[config.mk]
export PLATFORM = sky130hd
export DESIGN_NAME = mem_arbiter
export DESIGN_NICKNAME = d
export VERILOG_FILES = /design/src/rtl/mem_arbiter.sv
export SDC_FILE = /design/constraint.sdc
export NUM_CORES = 1
export LEC_CHECK = 0
export CORE_ASPECT_RATIO = 1.1
export CORE_MARGIN = 1
export CORE_UTILIZATION = 35
export CTS_CLUSTER_DIAMETER = 120
export DETAILED_ROUTE_END_ITERATION = 6
export PLACE_DENSITY = 0.77
export SKIP_LAST_GASP = 1
export SYNTH_ARGS = -nofsm -noshare
export SYNTH_HDL_FRONTEND = slang
export SYNTH_SLANG_ARGS = --single-unit
[constraint.sdc]
create_clock -name clk -period 1.82 [get_ports clk]
set_input_delay 0.273 -clock clk [delete_from_list [all_inputs] [get_ports clk]]
set_output_delay 0.273 -clock clk [all_outputs]
set_load 0.05 [all_outputs]
[src/rtl/mem_arbiter.sv]
// Two-port (fetch/data) arbiter onto a single-outstanding shared memory port.
// Optional bus timeout is compiled in with `define ARB_TIMEOUT_EN.
module mem_arbiter #(
  parameter int unsigned STREAK_MAX = 4,
  parameter int unsigned TIMEOUT    = 255
) (
  input  logic        clk,
  input  logic        rst_n,
  input  logic        I_Req,
  input  logic [31:0] I_Addr,
  input  logic        I_Kill,
  output logic        I_Ack,
  output logic [31:0] I_RData,
  output logic        Icache_StallReq,
  input  logic        D_Req,
  input  logic        D_We,
  input  logic [1:0]  D_Width,
  input  logic [31:0] D_Addr,
  input  logic [31:0] D_WData,
  output logic        D_Ack,
  output logic [31:0] D_RData,
  output logic        Dcache_StallReq,
  output logic        Mem_Req,
  output logic        Mem_We,
  output logic [1:0]  Mem_Width,
  output logic [31:0] Mem_Addr,
  output logic [31:0] Mem_WData,
  input  logic        Mem_Ack,
  input  logic [31:0] Mem_RData,
  output logic        Arb_BusErr
);

  typedef enum logic [1:0] {StIdle, StIBusy, StDBusy} state_e;

  localparam int unsigned SW = $clog2(STREAK_MAX + 1);
  localparam logic [SW-1:0] StreakSat = SW'(STREAK_MAX);

  state_e        state_q, state_d;
  logic [SW-1:0] streak_q, streak_d;
  logic [31:0]   addr_q, addr_d, wdata_q, wdata_d, rdata_q, rdata_d;
  logic [1:0]    width_q, width_d;
  logic          we_q, we_d;
  logic          drop_q, drop_d;
  logic          i_ack_q, i_ack_d, d_ack_q, d_ack_d;
  logic          buserr_q, buserr_d;
  logic          i_elig, d_elig, i_wins, expire, done;

`ifdef ARB_TIMEOUT_EN
  localparam int unsigned TW = $clog2(TIMEOUT + 1);
  localparam logic [TW-1:0] TLast = TW'(TIMEOUT - 1);

  logic [TW-1:0] tcnt_q, tcnt_d;

  always_comb begin
    tcnt_d = '0;
    expire = 1'b0;
    if (state_q != StIdle && !Mem_Ack) begin
      if (tcnt_q == TLast) expire = 1'b1;
      else                 tcnt_d = tcnt_q + TW'(1);
    end
  end

  always_ff @(posedge clk) begin
    if (!rst_n) tcnt_q <= '0;
    else        tcnt_q <= tcnt_d;
  end
`else
  assign expire = 1'b0;
`endif

  // The port acked this cycle cannot be re-granted; priority still uses raw requests,
  // so a winning-but-ineligible port makes the arbiter idle for one cycle.
  assign i_elig = I_Req & ~i_ack_q;
  assign d_elig = D_Req & ~d_ack_q;
  assign i_wins = I_Req & (~D_Req | (streak_q == StreakSat));
  assign done   = Mem_Ack | expire;

  always_comb begin
    state_d  = state_q;
    streak_d = streak_q;
    addr_d   = addr_q;
    wdata_d  = wdata_q;
    width_d  = width_q;
    we_d     = we_q;
    drop_d   = drop_q;
    i_ack_d  = 1'b0;
    d_ack_d  = 1'b0;
    rdata_d  = '0;
    buserr_d = 1'b0;
    unique case (state_q)
      StIdle: begin
        drop_d = 1'b0;
        if (i_wins) begin
          if (i_elig) begin
            state_d  = StIBusy;
            addr_d   = I_Addr;
            we_d     = 1'b0;
            width_d  = 2'd0;
            wdata_d  = '0;
            streak_d = '0;
          end
        end else if (d_elig) begin
          state_d = StDBusy;
          addr_d  = D_Addr;
          we_d    = D_We;
          width_d = D_Width;
          wdata_d = D_WData;
          if (I_Req && streak_q != StreakSat) streak_d = streak_q + SW'(1);
        end
      end
      StIBusy: begin
        if (I_Kill) drop_d = 1'b1;
        if (done) begin
          state_d  = StIdle;
          i_ack_d  = ~(drop_q | I_Kill);
          rdata_d  = Mem_Ack ? Mem_RData : '0;
          buserr_d = expire;
          drop_d   = 1'b0;
        end
      end
      StDBusy: begin
        if (done) begin
          state_d  = StIdle;
          d_ack_d  = 1'b1;
          rdata_d  = Mem_Ack ? Mem_RData : '0;
          buserr_d = expire;
        end
      end
      default: state_d = StIdle;
    endcase
    if (!I_Req) streak_d = '0;
  end

  always_ff @(posedge clk) begin
    if (!rst_n) begin
      state_q  <= StIdle;
      streak_q <= '0;
      addr_q   <= '0;
      wdata_q  <= '0;
      width_q  <= '0;
      we_q     <= 1'b0;
      drop_q   <= 1'b0;
      i_ack_q  <= 1'b0;
      d_ack_q  <= 1'b0;
      rdata_q  <= '0;
      buserr_q <= 1'b0;
    end else begin
      state_q  <= state_d;
      streak_q <= streak_d;
      addr_q   <= addr_d;
      wdata_q  <= wdata_d;
      width_q  <= width_d;
      we_q     <= we_d;
      drop_q   <= drop_d;
      i_ack_q  <= i_ack_d;
      d_ack_q  <= d_ack_d;
      rdata_q  <= rdata_d;
      buserr_q <= buserr_d;
    end
  end

  assign Mem_Req   = (state_q != StIdle);
  assign Mem_Addr  = Mem_Req ? addr_q : '0;
  assign Mem_We    = (state_q == StDBusy) & we_q;
  assign Mem_Width = (state_q == StDBusy) ? width_q : 2'd0;
  assign Mem_WData = (state_q == StDBusy) ? wdata_q : '0;

  assign I_Ack   = i_ack_q;
  assign D_Ack   = d_ack_q;
  assign I_RData = i_ack_q ? rdata_q : '0;
  assign D_RData = d_ack_q ? rdata_q : '0;

  assign Icache_StallReq = I_Req & ~I_Ack;
  assign Dcache_StallReq = D_Req & ~D_Ack;
  assign Arb_BusErr      = buserr_q;

endmodule

Yosys cells after proc, flatten, opt, wreduce, memory -nomap -nowiden
Index checks and enable logic that the tools add are counted.
Storage, ports and cells
  memory bits (read-only): 0
  memory bits (writable): 0
  flip-flop bits (word level): 107
  memories: 0
  word-level logic and storage cells: 75
  bits in latches: 0
Cells by class
  bitwise gates (word level): 10
  mux-type cells: 30
  reductions and logical operators: 15
  eq/ne operators: 9
  $add $sub $neg: 1
  multipliers: 0
  divide/modulo/power cells: 0
  order comparisons: 0
  shift-type cells: 0
Operators with widths (number)
  32-bit 2-to-1 mux: 10
  2-bit 2-to-1 mux: 8
  3-bit 2-to-1 mux: 4
  3-bit != test (second input constant): 4
  3-bit AND reduction: 4
  2-bit nonzero test: 4
  1-bit 2-to-1 mux: 6
  2-bit AND reduction: 3
  1-bit AND: 4
  1-bit NOT: 4
  2-bit case mux with 2 select lines: 1
  4-bit AND reduction: 1
  3-bit by 1-bit adder with 3-bit output (second input constant): 1
  3-bit equality test (second input constant): 1
  2-bit by 1-bit equality test with 1-bit output (second input constant): 1
  2-bit equality test (second input constant): 1
  2-bit zero test: 1
  2-bit by 1-bit != test with 1-bit output (second input constant): 1
  2-bit != test (second input constant): 1
  1-bit bitwise OR: 2
  1-bit case mux with 2 select lines: 1
  2-bit OR reduction: 1
  1-bit logical AND: 1

Logic depth before layout (Yosys ltp)
  depth in word-level cells: 5
  depth in mapped cells: 9
  gate-level depth less buffers: 6

Least setup slack after synthesis
Ideal clock, no wire load.
  path kind: reg2reg
  start: register d_ack_q (netlist: D_Ack)
  end: register addr_q[23]
  period minus slack after synthesis: 2.028 ns
  setup slack: -0.208 ns
  buffers on the path: 2
  arrival: 1.958 ns
  setup time: 0.070 ns
  cell stages (with the launch flop): 7
  cell sequence: dfxtp_1 -> nor2b_2 -> a32o_1 -> buf_6 -> clkbuf_1 -> o21ai_0 -> a21oi_1
Between the ends
  cells in the longest elaborated chain, start to end: 4
Ends and longest elaborated chain
  from (decl): line 44  | logic i_ack_q, i_ack_d, d_ack_q, d_ack_d;
  from (signal assigned): line 156  | d_ack_q <= d_ack_d;
  1-bit NOT
  1-bit AND
  named net Dcache_StallReq: line 22  | output logic Dcache_StallReq,
  2-bit nonzero test (no source line)
  3-bit AND reduction (no source line)
  to (signal assigned): line 150  | addr_q <= addr_d;
  to (decl): line 40  | logic [31:0] addr_q, addr_d, wdata_q, wdata_d, rdata_q, rdata_d;
The timed path passes the listed nets, and every way through them passes these cells.
A chain may end at the register's enable or synchronous reset.

Final worst setup path
  start: register state_q[0]
  end: output Mem_Addr[1]
Between the ends
  cells in the longest elaborated chain, start to end: 2
Ends and longest elaborated chain
  from (decl): line 38  | state_e state_q, state_d;
  from (signal assigned): line 136  | state_q <= StIdle;
  from (signal assigned): line 148  | state_q <= state_d;
  2-bit nonzero test: line 162  | assign Mem_Req = (state_q != StIdle);
  32-bit 2-to-1 mux: line 163  | assign Mem_Addr = Mem_Req ? addr_q : '0;
  to (decl): line 26  | output logic [31:0] Mem_Addr,
No other way between the ends.

==> results.toml <==
[final_layout]
diodes = 0
fin_util = 0.678
final_common_cell = "clkdlybuf4s50_1"
design_area_sq_um = 9350
fillCellCount = 1032
drive_gt1_frac = 0.240
fin_nets = 969
layout_common_cells = "135 x clkdlybuf4s50_1, 128 x and2_1, 112 x buf_12, 102 x dfxtp_1, 40 x nand2_1"
areaGrowthSynthToFinish_pct = 88.7

[critical_path]
arrival_ns = 1.55
reg2reg_from = "state_q[0]"
crit_type = "reg -> out"
startpoint = "state_q[0]"
ff2ff_path_depth = 7
start_kind = "register"
crit_path_end_kind = "output port"
cp.required_ns = 1.55
cp_max_fo = 35

[yosys]
yosysUniqueCellTypes = 33
synth_mux_area_frac = 0.0666
syn_area_sq_um = 4960
synth-compound-area-share = 0.139
synth-simple-area-share = 0.294
synthFlopType = "dfxtp_1"
synth-adder-area-share = 0.0126
synth-seq-cells = 107
synth_edf_count = 0
avgSynthCellArea_sq_um = 8.79
synthesis.nets = 706
netlist_instances = 564
synth_xor_area_frac = 0
ys_warn_count = 0
yosys.area.top_type = "dfxtp_1"
synth_area_leaders = "dfxtp_1 43%, and2_1 17%, mux2i_1 6.7%"
ys_async_sr_fraction = 0
synth_top_family_by_area = "simple AND/OR/NAND/NOR gates"
synth_seq_area_share = 0.432
yosysTopAreaCellShare = 0.432

[sta]
fmax_mhz = 549
period_minus_slack_ns = 1.82
period_share = 1.00
worst_slack_ns = -0.00200
setup_viol = 1
timing.final.hold_violations = 0
tightest_slew_ns = 0.645
fin_tns_setup_ns = -0.00200
slew_headroom = 0.570
slew_viol_final = 0
clock_skew_ns = 0.00514
grt_setup_unrepaired = "yes"

[die]
initial_utilization = 0.359
die_width_um = 115
die-area_sq_um = 14600
die_h_um = 127
io_pins = 274
rows = 45
design.core.area_sq_um = 13800

[power]
p_leak_nw = 3.86
peakVddDrop_mv = 0.423
p_per_area_nw_per_um2 = 717
power_mw = 6.70

[run_status]
status = "complete, but fails checks"
violations = "setup timing"

[clocking]
insertion_delay_ns = 0.34
clk_pin_slew_worst_paths_ns = 0.07
cts-root-buf = "clkbuf_16"
cts_tree = "yes"
h-tree-depth = 3
clock_path_buffers = 2
cts_made_buffers = 9
cts_sinks = 107
postCtsHoldBufs = 0

[worst_hold_path]
hp-start = "drop_q"
hp-class = "reg -> reg"
hold_depth = 1

[drt]
drc = 0
via_per_inst = 4.76
first_pass_iters = 4
wl_per_cell_um = 15.9
drtAntennaViolNets = 0
wl_um = 16200
vias = 4851
drtIter0Drc = 225

[global_route]
grt_pass1_vias = 4900
track_usage = 0.219
grt_pass1_wl_um = 25000
grt_max_degree = 75
antenna_found_initial = 0
grt_overflow = 0

[placement]
gp_congestion = 0.804
placedInstanceArea_sq_um = 8870
port_buffers = 272
place_hpwl_um = 11800

[job]
drv_cap = 0
## cell families after synthesis
family | Yosys count
AND/OR/NAND/NOR | 255
AO/OA/AOI/OAI | 111
flip-flops | 107
buffers and inverters | 52
multiplexers | 33
adder cells (fa/ha/maj) | 5
other | 1
## through the flow
stage               hold WS (ns)  instances  setup slack (ns)
global placement           0.395       1000           -0.0939
global route               0.455       1020           -0.0819
floorplan                  0.385        564            -0.131
finish                     0.427       1020          -0.00200
CTS                        0.420       1019           -0.0193
detailed placement         0.410       1000            -0.186
## registers in the layout (all words and copies together) (netlist names)
register	flops
addr_q	32
rdata_q	32
wdata_q	32
streak_q	3
state_q	2
width_q	2
D_Ack	1
I_Ack	1
drop_q	1
we_q	1
## cells in the mapped netlist, types with 9 or more instances
master and number:
dfxtp_1 107, and2_1 131, nor2b_1 38, buf_6 9, o21ai_0 33, nand2_1 40
clkbuf_1 26, nand3_1 32, mux2i_1 33, a21oi_1 35, a21boi_0 24
## repair_timing
item / in CTS / in global routing
setup endpoints to repair: 113 / 118
setup buffers: 1 / 2
resized for setup: 18 / 39
gates cloned: 2 / 0
pin swaps: 2 / 3
## worst paths after layout
| check | endpoint | slack [ns] |
|---|---|---|
| worst min-delay path | I_Ack | 0.43 |
| worst max-delay path | Mem_Addr[1] | -0.002 |
| worst max register to register | addr_q[11] | 0.05 |
| worst min register to register | I_Ack | 0.43 |
## report_power, final
group	switching [mW]	internal, mW	total (mW)	leakage, nW
Combinational	1.11	0.955	2.07	2.84
Sequential	0.104	2.57	2.67	0.879
Clock	0.858	1.10	1.96	0.139
## worst max-delay path, stage by stage, from the launching register on
cell	delay, ns
dfxtp_2	0.35
inv_1	0.07
ha_2	0.22
buf_12	0.17
nor2b_1	0.20
buf_6	0.19
## layer usage
metal  GRT usage  share of wire
met1       0.236           0.38
met2       0.409           0.53
met3      0.0440          0.054
met4      0.0924          0.032
met5           0              0
## cell type report
| class | count | area, sq um | area share |
|---|---|---|---|
| inverter | 6 | 22.5 | 0.00241 |
| sequential | 107 | 2150 | 0.230 |
| timing repair buffer | 298 | 4050 | 0.433 |
| tap | 188 | 235 | 0.0252 |
| multi-input combinational | 405 | 2600 | 0.278 |
| clock inverter | 4 | 50.0 | 0.00535 |
| clock buffer | 12 | 246 | 0.0264 |
Note: power is estimated with default switching activity, not from simulation.
